`config.mk`:
```
export PLATFORM = sky130hd
export DESIGN_NAME = reg_write_arbiter
export DESIGN_NICKNAME = d
export VERILOG_FILES = /design/src/rtl/reg_write_arbiter.sv
export SDC_FILE = /design/constraint.sdc
export NUM_CORES = 1
export LEC_CHECK = 0
export CORE_MARGIN = 3
export CORE_UTILIZATION = 47
export CTS_BUF_LIST = sky130_fd_sc_hd__clkbuf_8
export DETAILED_ROUTE_END_ITERATION = 7
export PLACE_DENSITY = 0.88
export RECOVER_POWER = 50
export SLEW_MARGIN = 25
export SYNTH_ARGS = -nofsm -noshare
export SYNTH_HDL_FRONTEND = slang
export SYNTH_SLANG_ARGS = --single-unit
```
`constraint.sdc`:
```
create_clock -name clk -period 7.2 [get_ports clk]
set_clock_uncertainty 0.1 [all_clocks]
set_input_delay 1.8 -clock clk [delete_from_list [all_inputs] [get_ports clk]]
set_output_delay 1.8 -clock clk [all_outputs]
set_load 0.01 [all_outputs]
```
`src/rtl/reg_write_arbiter.sv`:
```
// Round-robin arbiter sharing the register-file write port among NUM_REQ sources,
// with a registered write command stage and a saturating contention counter.
// Optional: define REG_WRITE_ZERO_REG_EN to make register 0 a hardwired-zero sink.
module reg_write_arbiter #(
    parameter int NUM_REQ = 3,
    parameter int DATA_W  = 10,
    parameter int ADDR_W  = 3,
    parameter int CNT_W   = 8,
    localparam int SRC_W  = $clog2(NUM_REQ),
    localparam int NREG   = 2 ** ADDR_W
) (
    input  logic                      clk,
    input  logic                      reset,
    input  logic [NUM_REQ-1:0]        req_valid,
    input  logic [NUM_REQ*ADDR_W-1:0] req_addr,
    input  logic [NUM_REQ*DATA_W-1:0] req_data,
    output logic [NUM_REQ-1:0]        req_ready,
    input  logic                      stall,
    output logic                      wr_en,
    output logic [ADDR_W-1:0]         wr_addr,
    output logic [DATA_W-1:0]         wr_data,
    output logic [NREG-1:0]           wr_sel,
    output logic [SRC_W-1:0]          wr_src,
    output logic [CNT_W-1:0]          conflict_count
);

    localparam logic [SRC_W:0]   NUM_REQ_W = (SRC_W + 1)'(NUM_REQ);
    localparam logic [SRC_W-1:0] LAST_REQ  = SRC_W'(NUM_REQ - 1);
    localparam logic [CNT_W-1:0] CNT_MAX   = '1;

    logic [SRC_W-1:0]  rrPtr_q, rrPtr_d;
    logic              wrEn_q, wrEn_d;
    logic [ADDR_W-1:0] wrAddr_q, wrAddr_d;
    logic [DATA_W-1:0] wrData_q, wrData_d;
    logic [NREG-1:0]   wrSel_q, wrSel_d;
    logic [SRC_W-1:0]  wrSrc_q, wrSrc_d;
    logic [CNT_W-1:0]  cnt_q, cnt_d;

    logic [ADDR_W-1:0] reqAddr [NUM_REQ];
    logic [DATA_W-1:0] reqData [NUM_REQ];
    logic              grantFound;
    logic [SRC_W-1:0]  grantIdx;
    logic              multiReq;

    always_comb begin
        for (int i = 0; i < NUM_REQ; i++) begin
            reqAddr[i] = req_addr[i*ADDR_W +: ADDR_W];
            reqData[i] = req_data[i*DATA_W +: DATA_W];
        end
    end

    // Search starts at rrPtr_q and wraps modulo NUM_REQ; first valid requester wins.
    always_comb begin : grantSearch
        logic [SRC_W:0]   sum;
        logic [SRC_W-1:0] idx;
        grantFound = 1'b0;
        grantIdx   = '0;
        req_ready  = '0;
        sum        = '0;
        idx        = '0;
        if (!reset && !stall) begin
            for (int j = 0; j < NUM_REQ; j++) begin
                sum = {1'b0, rrPtr_q} + (SRC_W + 1)'(j);
                if (sum >= NUM_REQ_W) begin
                    sum = sum - NUM_REQ_W;
                end
                idx = SRC_W'(sum);
                if (!grantFound && req_valid[idx]) begin
                    grantFound = 1'b1;
                    grantIdx   = idx;
                end
            end
            if (grantFound) begin
                req_ready[grantIdx] = 1'b1;
            end
        end
    end

    assign multiReq = ($countones(req_valid) > 1);

    always_comb begin
        rrPtr_d  = rrPtr_q;
        wrEn_d   = 1'b0;
        wrSel_d  = '0;
        wrAddr_d = wrAddr_q;
        wrData_d = wrData_q;
        wrSrc_d  = wrSrc_q;
        cnt_d    = cnt_q;
        if (grantFound) begin
            wrAddr_d = reqAddr[grantIdx];
            wrData_d = reqData[grantIdx];
            wrSrc_d  = grantIdx;
            rrPtr_d  = (grantIdx == LAST_REQ) ? '0 : grantIdx + 1'b1;
`ifdef REG_WRITE_ZERO_REG_EN
            wrEn_d   = (reqAddr[grantIdx] != '0);
`else
            wrEn_d   = 1'b1;
`endif
            if (wrEn_d) begin
                wrSel_d = NREG'(1'b1) << reqAddr[grantIdx];
            end
        end
        // A stalled cycle is not contention: the port is busy, not disputed.
        if (!stall && multiReq && (cnt_q != CNT_MAX)) begin
            cnt_d = cnt_q + 1'b1;
        end
    end

    always_ff @(posedge clk) begin
        if (reset) begin
            rrPtr_q  <= '0;
            wrEn_q   <= 1'b0;
            wrAddr_q <= '0;
            wrData_q <= '0;
            wrSel_q  <= '0;
            wrSrc_q  <= '0;
            cnt_q    <= '0;
        end else begin
            rrPtr_q  <= rrPtr_d;
            wrEn_q   <= wrEn_d;
            wrAddr_q <= wrAddr_d;
            wrData_q <= wrData_d;
            wrSel_q  <= wrSel_d;
            wrSrc_q  <= wrSrc_d;
            cnt_q    <= cnt_d;
        end
    end

    assign wr_en          = wrEn_q;
    assign wr_addr        = wrAddr_q;
    assign wr_data        = wrData_q;
    assign wr_sel         = wrSel_q;
    assign wr_src         = wrSrc_q;
    assign conflict_count = cnt_q;

endmodule
```
======== Word-level counts from Yosys, hierarchy flattened ========
Index checks and enable logic that the tools add are counted.
storage, ports and cells
  bits of input ports ..................... 45
  logic and storage cells ................. 78
  bits in registers ....................... 34
  output and inout bits ................... 35
operators by class
  bitwise gates (word level) .............. 2
  reductions and logical operators ........ 11
  magnitude comparators ................... 10
  add/sub/neg operators ................... 9
  shift operators ......................... 1
  equal/unequal tests ..................... 2
  mux-type cells .......................... 36
operators with widths
  kind                                                                count
  two-way mux 2 bit                                                   12
  binary-select mux 10 bit (select 2 bit)                             1
  two-way mux 10 bit                                                  2
  < comparator 2 x 3 -> 1 bit (second input constant)                 4
  two-way mux 1 bit                                                   12
  two-way mux 3 bit                                                   4
  adder 8 x 1 -> 8 bit (second input constant)                        1
  inequality test 8 bit (second input constant)                       1
  left shift 1 x 3 -> 8 bit (first input constant)                    1
  binary-select mux 1 bit (select 2 bit)                              3
  binary-select mux 3 bit (select 2 bit)                              1
  greater-or-equal comparator 3 x 2 -> 1 bit (second input constant)  2
  logical AND 1 bit                                                   6
  subtractor 2 bit (second input constant)                            3
  zero test 1 bit                                                     4
  adder 2 x 1 -> 3 bit                                                1
  adder 2 x 1 -> 3 bit (second input constant)                        1
  adder 2 x 2 -> 3 bit (second input constant)                        1
  greater-or-equal comparator 3 bit (second input constant)           1
  greater-than comparator 3 x 1 -> 1 bit (second input constant)      1
  inverter 2 -> 3 bit                                                 1
  adder 1 x 1 -> 2 bit                                                1
  adder 2 x 1 -> 2 bit (second input constant)                        1
  demux 1 bit (select 2 bit)                                          1
  other kinds (5)                                                     5

======== Logic depth before layout (Yosys ltp) ========
  depth in word-level cells ............... 21
  depth in mapped cells ................... 11
  depth with buffers taken out ............ 8

======== Least setup slack after synthesis ========
No wires, ideal clock.
  path kind ............................... input-to-output
  start point ............................. in req_valid[1]
  end point ............................... out req_ready[0]
  data arrival time ....................... 2.942 ns
  buffers on the path ..................... 2
  stages on the path ...................... 6
  data required time ...................... 5.300 ns
  path slack .............................. 2.358 ns
  cells stage by stage .................... mux2i_1 o221ai_1 o31a_1 buf_2 buf_2 and3_1
on the way
  word-level cells in the longest chain between the ends .. 18
  elaborated cells on any way between the ends .. 27
  classes of those cells .................. order compare (2); mux (20); reduce/logical (5)
RTL lines
  what                                                                                                             RTL line  source
  from (decl)                                                                                                      14        input logic [NUM_REQ-1:0] req_valid,
  binary-select mux 1 bit (select 2 bit)                                                                           68        if (!grantFound && req_valid[idx]) begin
  two-way mux 1 bit (not written as such)                                                                          68
  two-way mux 1 bit                                                                                                68
  two-way mux 1 bit                                                                                                61        if (!reset && !stall) begin
  zero test 1 bit                                                                                                  68
  logical AND 1 bit                                                                                                68
  two-way mux 1 bit                                                                                                68
  two-way mux 1 bit                                                                                                61
  (+2 left out)                                                                                                    --
  two-way mux 2 bit                                                                                                68
  two-way mux 2 bit                                                                                                61
  < comparator 2 x 3 -> 1 bit (not written as such) or greater-or-equal comparator 2 x 1 -> 1 bit (tied branches)  74        req_ready[grantIdx] = 1'b1;
  logical AND 1 bit (not written as such)                                                                          74
  two-way mux 1 bit (not written as such)                                                                          74
  demux 1 bit (select 2 bit)                                                                                       74
  two-way mux 3 bit (*)                                                                                            73        if (grantFound) begin
  two-way mux 3 bit (*)                                                                                            61
  to (decl)                                                                                                        17        output logic [NUM_REQ-1:0] req_ready,
Mark *: on every way between the ends. The rest lies on a longest branch, timed or not. The select of a mux whose other input is x is not followed.

======== Worst setup path after layout ========
  start point ............................. in req_valid[0]
  end point ............................... out req_ready[1]
Same word-level chain as after synthesis.

==> flow_summary.ini <==
[die]
floorplan.initialDensity_pct = 50.5
die_area_um2 = 4850
rows = 22
die_w_um = 69.7
core_um2 = 3770
dieHeight_um = 69.7
ios = 80

[timing]
rsz0062_at_grt = no
min_period_over_period_pct = 87.1
slew-limit-headroom_pct = 41.5
tns_ps = 0
tightest_slew_ps = 871
setup_slack_ps = 926
period_needed_ps = 6270
hold_viol_final = 0
slew_viol_final = 0
fmax_mhz = 159
setup_viol = 0

[place]
pre_cts_slack_ps = 973
port_buffers = 79
dpl-instance-area_um2 = 2710
dp_hpwl_um = 3900
gp_congestion = 0.922

[route]
dr.pass1.iters = 4
drtIter0Drc = 124
viasPerCell = 5.66
routed_wl_um = 5220
vias = 1897
remaining_drc_errors = 0
drtAntennaViolNets = 0
wl_per_cell_um = 15.6

[worst_setup_path]
r2r-start = rrPtr_q[0]$_SDFFE_PP0P_
r2r_slack_ps = 4410
slowest_delay_ps = 580
arrival_ps = 4370
start_kind = input port
cp_data_required_time_ps = 5300
reg2reg_to = wr_sel[1]$_SDFF_PP0_
crit_family = buffers and inverters
critical_path.cell_chain = clkdlybuf4s50_1, nand2b_1, o21ai_0, a21o_1, nand2_1, nor2_1, clkdlybuf4s50_1
crit_cells = 7
crit_top_cell = clkdlybuf4s50_1
cp_max_fo = 22
critPathBufInv = 2
startpoint = req_valid[0]
worstRegToRegCells = 8
endpoint = req_ready[1]
cp_slowest_cell = clkdlybuf4s50_1
crit_type = in2out
worstSetupEndpointType = primary output

[yosys]
synth-xor-area-share_pct = 2.30
synth_largest_area_cell = dfxtp_1
synth_area_um2 = 1910
async_flop_share_pct = 0
ys_seq_area_share_pct = 35.7
synth_top_cell_area_share_pct = 35.7
synth_commonest_cells = dfxtp_1, mux2i_1, a21oi_1, nand2_1
synth_flop_cell = dfxtp_1
synthSimpleGateAreaFrac_pct = 16.3
synth_fa_ha_area_share_pct = 3.94
ys_ff_latch = 34
syn_inst = 208
synth_area_per_cell_um2 = 9.16
synth_mux_area_share_pct = 8.93
synth_edf_count = 0
synthTopCellsByArea = dfxtp_1, mux2i_1, a21o_1, ha_1, a21oi_1
synth_compound_area_share_pct = 27.2
synth_most_common_cell = dfxtp_1
synth_top_family_by_area = compound AO/OA/AOI/OAI gates
yosysUniqueCellTypes = 56
yosysWarnings = 0
synth_fp_nets = 259

[pwr]
p_int_mw = 0.393
clkPwrFrac_pct = 25.2
vdd_ir_drop_max_v = 0.000136
power_density_nw_per_um2 = 210
combPwrFrac_pct = 37.2
power.switching_mw = 0.194
p_sw_share_pct = 33.0
power.leakage_nw = 1.26
pwr-share-seq_pct = 37.6

[final_layout]
nFillCells = 298
fin_area_um2 = 2800
nNetsFinal = 337
diodes = 0
area_growth_pct = 46.7
drive_above_1_share_pct = 6.27

[cts]
clkLatencyLatePin_ps = 280
clk_pin_slew_ps = 60
htree_levels = 2
cts_sinks = 34
clockBufferDepth = 2
cts_root_buffer = clkbuf_8
cts_resized = 0
numCtsBuffers = 5
cts_hold_buf = 0
cts_tree = done
cts_setup_buffers = 0

[outcome]
status = finished clean

[grt]
grt_busiest_layer = met2
grt_pass1_wl_um = 8570
grt_max_degree = 23
track_usage_pct = 21.9
grt_use_met1_pct = 25.5
grt_use_met2_pct = 36.8
gr-total-overflow = 0
grt_pass1_vias = 1881
use_met3_pct = 6.23
antenna_found_initial = 0

[min_path]
min_path_type = reg2reg
hp-start = wr_data[4]$_SDFFE_PP0P_

[job]
max_cap_viol_count = 0
[per-stage QoR]
step	hold WS (ps)	total power [mW]	instances	util, %
floorplan	397	0.360	208	-
global placement	332	0.444	327	71.8
detailed placement	338	0.449	327	71.8
CTS	354	0.598	335	74.3
global route	365	0.621	335	74.1
finish	347	0.586	335	74.1
[cell type report]
| type | instances | area (um^2) | area share (%) |
|---|---|---|---|
| flip-flops and latches | 34 | 681 | 24.4 |
| inverters | 9 | 33.8 | 1.21 |
| multi-input cells | 154 | 1110 | 39.8 |
| clock buffers | 6 | 82.6 | 2.95 |
| well taps | 48 | 60.1 | 2.15 |
| repair buffers | 82 | 813 | 29.1 |
| clock inverters | 2 | 12.5 | 0.448 |
[state kept, by name, summed over array words and instances, names as in the netlist]
name,flops
wr_src,2
conflict_count,8
wr_data,10
wr_addr,3
wr_sel,8
wr_en,1
rrPtr_q,2
[power by group through the flow]
stage	clock network [mW]	logic (mW)	registers, mW
3_5_place_dp	0	0.223	0.225
4_1_cts	0.152	0.225	0.221
2_1_floorplan	0	0.126	0.233
3_3_place_gp	0	0.220	0.224
6_report	0.148	0.218	0.220
5_1_grt	0.161	0.238	0.222
[routing by layer]
layer,vias to the layer above,share of wire [%]
li1,930,-
met1,887,41
met2,67,50
met3,13,6.3
met4,0,3.0
met5,-,0
[cell families after synthesis]
| logic type | count (synthesis) |
|---|---|
| compound gates | 71 |
| mux | 17 |
| fa+ha+maj | 6 |
| buf+inv | 20 |
| xor+xnor | 5 |
| flops | 34 |
| simple gates | 55 |
[worst register-to-register path: stages, from the launching register on]
cell and delay, ps:
dfxtp_1 360, inv_1 90, ha_1 450, nor2_1 90, a211o_1 260, a21o_1 410, nor3_4 440, nand3_1 160
o32ai_1 320
[cell usage in the layout (no fill, tap or decap), types with 4 or more instances in the layout]
cell type | Yosys | routed
a21o_1 | 10 | 10
a21oi_1 | 12 | 12
a22oi_1 | 5 | 5
clkbuf_8 | 0 | 6
clkdlybuf4s50_1 | 0 | 46
dfxtp_1 | 34 | 34
dlygate4sd3_1 | 0 | 33
ha_1 | 6 | 6
inv_1 | 8 | 8
mux2i_1 | 17 | 17
nand2_1 | 12 | 12
nand4_1 | 4 | 4
nor2_1 | 11 | 11
o21ai_0 | 8 | 8
o21ai_1 | 11 | 11
xor2_1 | 4 | 4
[worst min path at each step]
stage                                         end  slack [ps]  cells after the start
final                     wr_data[4]$_SDFFE_PP0P_         350                      1
after global routing      wr_data[2]$_SDFFE_PP0P_         360                      1
after CTS                 wr_data[4]$_SDFFE_PP0P_         350                      1
after detailed placement  wr_data[4]$_SDFFE_PP0P_         340                      1
after global placement    wr_data[4]$_SDFFE_PP0P_         330                      1
after floorplan           wr_data[0]$_SDFFE_PP0P_         400                      1
No activity file was read; power rests on OpenSTA's default activity.
